==> src/rtl/rsa_stream_ctrl_if.sv <==
// Stream interface for rsa_stream_ctrl.
// Carries the message input handshake (in_valid/in_ready/in_data) and the
// result output handshake (out_valid/out_ready/out_data/out_err).
//   master : word source / result sink (drives in_*, out_ready)
//   slave  : the controller (accepts in_*, drives out_*, in_ready)
interface rsa_stream_ctrl_if #(
    parameter int DATA_WIDTH = 8
);
    logic                  in_valid;
    logic                  in_ready;
    logic [DATA_WIDTH-1:0] in_data;
    logic                  out_valid;
    logic                  out_ready;
    logic [DATA_WIDTH-1:0] out_data;
    logic                  out_err;

    modport master (
        output in_valid, in_data, out_ready,
        input  in_ready, out_valid, out_data, out_err
    );

    modport slave (
        input  in_valid, in_data, out_ready,
        output in_ready, out_valid, out_data, out_err
    );
endinterface

==> src/rtl/rsa_stream_ctrl.sv <==
// Streaming front/back end for the modular exponentiation core.
// Holds a key pair, accepts one message word at a time, launches the
// exponentiator with a one-cycle set pulse, waits for finished (bounded by
// TIMEOUT), then presents the result until the downstream accepts it.
// Ports:
//   clock, reset        : rising-edge clock, asynchronous active-high reset
//   key_load/exp/mod    : key register load (honoured only in IDLE)
//   strm (slave)        : message in / result out handshakes, out_err flag
//   exp_a/b/modulant    : registered operands to the exponentiator
//   exp_set             : one-cycle launch pulse
//   exp_out/finished    : exponentiator result and done flag
//   msg_count           : results delivered since reset (wraps)
module rsa_stream_ctrl #(
    parameter int DATA_WIDTH = 8,
    parameter int TIMEOUT    = 2*DATA_WIDTH+4
) (
    input  logic                  clock,
    input  logic                  reset,
    input  logic                  key_load,
    input  logic [DATA_WIDTH-1:0] key_exp,
    input  logic [DATA_WIDTH-1:0] key_mod,
    rsa_stream_ctrl_if.slave      strm,
    output logic [DATA_WIDTH-1:0] exp_a,
    output logic [DATA_WIDTH-1:0] exp_b,
    output logic [DATA_WIDTH-1:0] exp_modulant,
    output logic                  exp_set,
    input  logic [DATA_WIDTH-1:0] exp_out,
    input  logic                  exp_finished,
    output logic [15:0]           msg_count
);
    localparam int TW = (TIMEOUT > 1) ? $clog2(TIMEOUT) : 1;

    typedef enum logic [1:0] {
        S_IDLE,
        S_LAUNCH,
        S_WAIT,
        S_HOLD
    } state_t;

    state_t                state, state_next;
    logic [DATA_WIDTH-1:0] key_exp_r, key_mod_r, msg_r, res_data;
    logic                  res_err;
    logic [TW-1:0]         tcnt;
    logic                  in_ready_i, accept, reject, timed_out;

    always_ff @(posedge clock or posedge reset) begin
        if (reset) state <= S_IDLE;
        else       state <= state_next;
    end

    always_comb begin
        state_next = state;
        in_ready_i = 1'b0;
        exp_set    = 1'b0;
        accept     = 1'b0;
        // key_load takes the slot: input is not accepted in a key-load cycle
        in_ready_i = (state == S_IDLE) && !key_load;
        accept     = strm.in_valid && in_ready_i;
        reject     = (key_mod_r < DATA_WIDTH'(2)) || (strm.in_data >= key_mod_r);
        timed_out  = (tcnt == TW'(TIMEOUT-1));
        case (state)
            S_IDLE:   if (accept) state_next = reject ? S_HOLD : S_LAUNCH;
            S_LAUNCH: begin
                exp_set    = 1'b1;
                state_next = S_WAIT;
            end
            // finished has priority over the timeout in the same cycle
            S_WAIT:   if (exp_finished || timed_out) state_next = S_HOLD;
            S_HOLD:   if (strm.out_ready) state_next = S_IDLE;
            default:  state_next = S_IDLE;
        endcase
    end

    always_ff @(posedge clock or posedge reset) begin
        if (reset) begin
            key_exp_r <= '0;
            key_mod_r <= '0;
            msg_r     <= '0;
            res_data  <= '0;
            res_err   <= 1'b0;
            tcnt      <= '0;
            msg_count <= '0;
        end else begin
            case (state)
                S_IDLE: begin
                    if (key_load) begin
                        key_exp_r <= key_exp;
                        key_mod_r <= key_mod;
                    end
                    if (accept) begin
                        if (reject) begin
                            res_data <= '0;
                            res_err  <= 1'b1;
                        end else begin
                            msg_r <= strm.in_data;
                        end
                    end
                end
                S_LAUNCH: tcnt <= '0;
                S_WAIT: begin
                    if (exp_finished) begin
                        res_data <= exp_out;
                        res_err  <= 1'b0;
                    end else if (timed_out) begin
                        res_data <= '0;
                        res_err  <= 1'b1;
                    end else begin
                        tcnt <= tcnt + TW'(1);
                    end
                end
                S_HOLD: if (strm.out_ready) msg_count <= msg_count + 16'd1;
                default: ;
            endcase
        end
    end

    assign strm.in_ready  = in_ready_i;
    assign strm.out_valid = (state == S_HOLD);
    assign strm.out_data  = res_data;
    assign strm.out_err   = res_err;
    assign exp_a          = msg_r;
    assign exp_b          = key_exp_r;
    assign exp_modulant   = key_mod_r;
endmodule

==> src/flat_wrapper.sv <==
// flat-port wrapper written by rule: the top's interface ports become plain ports
module rsa_stream_ctrl_flat 
#(
    parameter int DATA_WIDTH = 8,
    parameter int TIMEOUT    = 2*DATA_WIDTH+4
)
  (clock, reset, key_load, key_exp, key_mod, exp_a, exp_b, exp_modulant, exp_set, exp_out, exp_finished, msg_count, strm_in_valid, strm_in_data, strm_out_ready, strm_in_ready, strm_out_valid, strm_out_data, strm_out_err);
  rsa_stream_ctrl_if #(.DATA_WIDTH(DATA_WIDTH)) strm_i ();
  input  logic clock;
  input  logic reset;
  input  logic key_load;
  input  logic [DATA_WIDTH-1:0] key_exp;
  input  logic [DATA_WIDTH-1:0] key_mod;
  output logic [DATA_WIDTH-1:0] exp_a;
  output logic [DATA_WIDTH-1:0] exp_b;
  output logic [DATA_WIDTH-1:0] exp_modulant;
  output logic exp_set;
  input  logic [DATA_WIDTH-1:0] exp_out;
  input  logic exp_finished;
  output logic [15:0] msg_count;
  input wire logic [$bits(strm_i.in_valid)-1:0] strm_in_valid;
  input wire logic [$bits(strm_i.in_data)-1:0] strm_in_data;
  input wire logic [$bits(strm_i.out_ready)-1:0] strm_out_ready;
  output wire logic [$bits(strm_i.in_ready)-1:0] strm_in_ready;
  output wire logic [$bits(strm_i.out_valid)-1:0] strm_out_valid;
  output wire logic [$bits(strm_i.out_data)-1:0] strm_out_data;
  output wire logic [$bits(strm_i.out_err)-1:0] strm_out_err;
  assign strm_i.in_valid = strm_in_valid;
  assign strm_i.in_data = strm_in_data;
  assign strm_i.out_ready = strm_out_ready;
  assign strm_in_ready = strm_i.in_ready;
  assign strm_out_valid = strm_i.out_valid;
  assign strm_out_data = strm_i.out_data;
  assign strm_out_err = strm_i.out_err;
  rsa_stream_ctrl #(.DATA_WIDTH(DATA_WIDTH), .TIMEOUT(TIMEOUT)) u_core (.clock(clock), .reset(reset), .key_load(key_load), .key_exp(key_exp), .key_mod(key_mod), .strm(strm_i), .exp_a(exp_a), .exp_b(exp_b), .exp_modulant(exp_modulant), .exp_set(exp_set), .exp_out(exp_out), .exp_finished(exp_finished), .msg_count(msg_count));
endmodule
==> config.mk <==
export PLATFORM = sky130hd
export DESIGN_NAME = rsa_stream_ctrl_flat
export DESIGN_NICKNAME = d
export VERILOG_FILES = /design/src/rtl/rsa_stream_ctrl_if.sv /design/src/rtl/rsa_stream_ctrl.sv /design/src/flat_wrapper.sv
export SDC_FILE = /design/constraint.sdc
export NUM_CORES = 1
export LEC_CHECK = 0
export ABC_AREA = 1
export CAP_MARGIN = 20
export CORE_MARGIN = 5
export CORE_UTILIZATION = 47
export DETAILED_ROUTE_END_ITERATION = 10
export GPL_TIMING_DRIVEN = 0
export PLACE_DENSITY = 0.85
export SYNTH_ARGS = -nofsm -noshare
export SYNTH_HDL_FRONTEND = slang
export SYNTH_SLANG_ARGS = --single-unit
==> constraint.sdc <==
create_clock -name clock -period 2.3 [get_ports clock]
set_clock_uncertainty 0.15 [all_clocks]
set_input_delay 0.345 -clock clock [delete_from_list [all_inputs] [get_ports clock]]
set_output_delay 0.345 -clock clock [all_outputs]
set_load 0.01 [all_outputs]
==> impl_metrics.py <==
metrics = {
    "timing": {
        "fmax_ghz": 0.473,
        "tns_ns": 0,
        "slew-limit-headroom_pct": 72.7,
        "post-route-period-util_pct": 91.9,
        "worst_slew_pin_slew_ns": 0.409,
        "slew_violations": 0,
        "grt_setup_unrepaired": "false",
        "finalHoldViolCount": 0,
        "finalCriticalPeriod_ns": 2.11,
        "finalSetupViolCount": 0,
    },
    "grt": {
        "grt_overflow_total": 0,
        "grt_first_pass_wirelength_um": 10300,
        "track_usage_pct": 16.9,
        "grt_start_max_net_pins": 40,
        "first_global_vias": 2297,
        "antenna_found_initial": 0,
    },
    "die": {
        "die_area_mm2": 0.00771,
        "io_pins": 90,
        "start_util_pct": 48.1,
        "core_area_mm2": 0.00592,
        "die_x_um": 87.8,
        "fp.dieH_um": 87.8,
        "rows": 28,
    },
    "synth": {
        "ys_seq_area_share_pct": 49.3,
        "syn-instance-count": 313,
        "ys_types": 30,
        "syn_nets": 366,
        "avgSynthCellArea_um2": 9.09,
        "synth-seq-cells": 56,
        "yosys_warnings": 0,
        "syn-cell-area_mm2": 0.00285,
    },
    "detailed_routing": {
        "drc": 0,
        "firstDrtPassIters": 4,
        "ant_nets": 0,
        "via_per_inst": 4.75,
        "wirelength_um": 6130,
        "first_iter_violations": 71,
        "wl_per_cell_um": 12.6,
        "via_count": 2307,
    },
    "flow_run": {
        "drv_cap": 0,
    },
    "clock_network": {
        "cts.sinks": 56,
        "ctsHoldBuffers": 0,
        "clk_pin_slew_ns": 0.10,
        "insertion_delay_ns": 0.30,
        "clock_tree.buffer_depth": 2,
        "numCtsBuffers": 5,
        "cts_tree": "done",
        "clockRootBuffer": "clkbuf_8",
        "htreeDepth": 2,
    },
    "worst_setup_path": {
        "crit_fanout": 10,
        "critPathKind": "input port to register",
        "cp_slowest_cell": "clkdlybuf4s50_1",
        "start_kind": "input port",
        "required_ns": 2.40,
        "cpMostUsedCell": "nand2_1",
        "crit_chain": "clkdlybuf4s50_1, ha_1, nand2_1, nand2_1, nor2_1, nor2_1, nor2_1, nand3_2, nand2_4, nand2_1, nand2_1",
        "critPathArrivalTime_ns": 2.21,
        "worst_setup_path_end_kind": "register",
        "cp_slowest_stage_delay_ns": 0.44,
    },
    "pwr": {
        "powerDensity_mw_per_mm2": 1060,
        "ir_drop_mv": 0.525,
        "leakagePower_uw": 0.00195,
    },
    "placed_design": {
        "dpl.hpwl_um": 4850,
        "dpl_cell_area_mm2": 0.00385,
        "gp_congestion": 0.820,
        "io_buffers": 89,
    },
    "final_layout": {
        "drive_gt1_share_pct": 10.2,
        "syn_to_final_growth_pct": 38.7,
        "final_area_mm2": 0.00395,
        "antenna_cells": 0,
        "nNetsFinal": 463,
    },
    "hold_path": {
        "hp-class": "input port to async pin",
    },
    "outcome": {
        "run_status": "completed",
    },
}
-- worst max-delay path, delay by kind of cell --
kind / cells / cell delay, ns
adder cells (fa/ha/maj): 1 / 0.32
buffers and inverters: 1 / 0.44
AND/OR/NAND/NOR: 9 / 1.09
-- layout make-up --
type / instances / area [um^2]
timing repair buffer: 90 / 910
inverter: 39 / 146
clock inverter: 1 / 7.51
multi-input combinational: 216 / 1290
buffer: 2 / 8.76
sequential: 56 / 1400
tap: 75 / 93.8
fill: 475 / 1980
clock buffer: 7 / 86.3
-- worst paths after layout --
kind | from | slack (ns) | cells after the start | end
worst max-delay path | strm_in_data[6] | 0.19 | 11 | u_core.strm.out_data[3]
worst min-delay path | reset | 0.19 | 2 | u_core.exp_b[3]
worst max register to register | u_core.exp_modulant[6] | 0.24 | 11 | u_core.strm.out_data[3]
worst min register to register | u_core.exp_a[1] | 0.33 | 2 | u_core.exp_a[1]
max in group asynchronous | reset | 1.28 | 3 | u_core.strm.out_data[2]
min in group clock | u_core.exp_a[1] | 0.33 | 2 | u_core.exp_a[1]
-- layer usage --
metal / vias to the layer above / routed length [um] / share of wire (%) / global-route usage (%)
met5: - / 0 / 0 / 0
met4: 0 / 59 / 0.96 / 4.18
met3: 6 / 423 / 6.9 / 4.70
met2: 57 / 2990 / 49 / 28.4
met1: 1070 / 2650 / 43 / 21.6
li1: 1174 / - / - / -
-- timing repair --
| item | 4_1_cts | 5_1_grt |
|---|---|---|
| setup buffers | 0 | 0 |
| gates resized for setup | 3 | 0 |
| setup endpoints to repair | 1 | 0 |
-- cell families (layout without fill, tap and decap cells) --
group,count (synthesis),count (layout),share of synthesized area (%)
simple gates,160,160,26.7
buf+inv,41,139,5.45
compound gates,18,18,3.74
fa+ha+maj,15,15,6.60
flops,56,56,49.3
mux,10,10,3.96
xor+xnor,13,13,4.27
-- cell usage after synthesis --
library cell,instances,area share (%)
o21bai_1,1,0.26
xor2_1,5,1.5
and3_1,1,0.22
o21ai_0,3,0.53
xnor2_1,7,2.2
nor2_1,33,4.4
nand2_2,5,1.1
o21ai_1,2,0.35
ha_1,15,6.6
clkbuf_1,1,0.13
nor2_2,3,0.66
mux2_2,6,2.4
inv_1,36,4.7
nor2_8,1,0.70
a21oi_4,1,0.57
a21oi_1,10,1.8
dfrtp_1,56,49
mux2_1,4,1.6
nand3b_1,1,0.26
nand2_4,4,1.6
o211ai_1,1,0.26
nor2_4,3,1.2
nand2_1,74,9.8
nor3_1,4,0.70
nor3_4,1,0.57
nand3_1,28,4.9
xor2_2,1,0.57
nand3_2,2,0.70
buf_2,1,0.18
inv_2,3,0.40
-- cell usage in the layout (no fill, tap or decap), types with 3 or more instances in the layout --
| cell type | Yosys | final |
|---|---|---|
| nor2_1 | 33 | 33 |
| mux2_2 | 6 | 6 |
| nand3_1 | 28 | 28 |
| o21ai_0 | 3 | 3 |
| xnor2_1 | 7 | 7 |
| nand2_2 | 5 | 5 |
| nand2_4 | 4 | 4 |
| ha_1 | 15 | 14 |
| nor3_1 | 4 | 4 |
| nand2_1 | 74 | 74 |
| clkbuf_8 | 0 | 6 |
| dfrtp_1 | 56 | 56 |
| mux2_1 | 4 | 4 |
| clkdlybuf4s50_1 | 0 | 88 |
| xor2_1 | 5 | 5 |
| inv_2 | 3 | 5 |
| a21oi_1 | 10 | 10 |
| nor2_2 | 3 | 3 |
| nor2_4 | 3 | 3 |
| inv_1 | 36 | 34 |
-- stage by stage --
step                      hold WS (ns)  utilization (%)  worst slack, ns  power, uW  instances
final                            0.188             66.6            0.187       4190        486
after global routing             0.199             66.6           0.0832       4530        486
after CTS                        0.187             66.6            0.188       4240        486
after detailed placement         0.312             65.0          -0.0458       3680        478
after global placement           0.303             64.7           -0.627       3610        477
after floorplan                  0.327                -            0.434       2690        313
-- flip-flops by register name (all words and copies together), names as in the netlist --
name,cells
u_core.strm.out_data,8
u_core.exp_b,8
u_core.exp_a,8
u_core.state,2
u_core.exp_modulant,8
u_core.msg_count,16
u_core.tcnt,5
u_core.strm.out_err,1
-- where the power goes --
group          total (uW)  switching [uW]  internal, uW
Sequential           1560             235          1330
Combinational        2070            1040          1030
Clock                 551             305           245
Total                4190            1580          2610
Power figures use the tool's default switching activity.
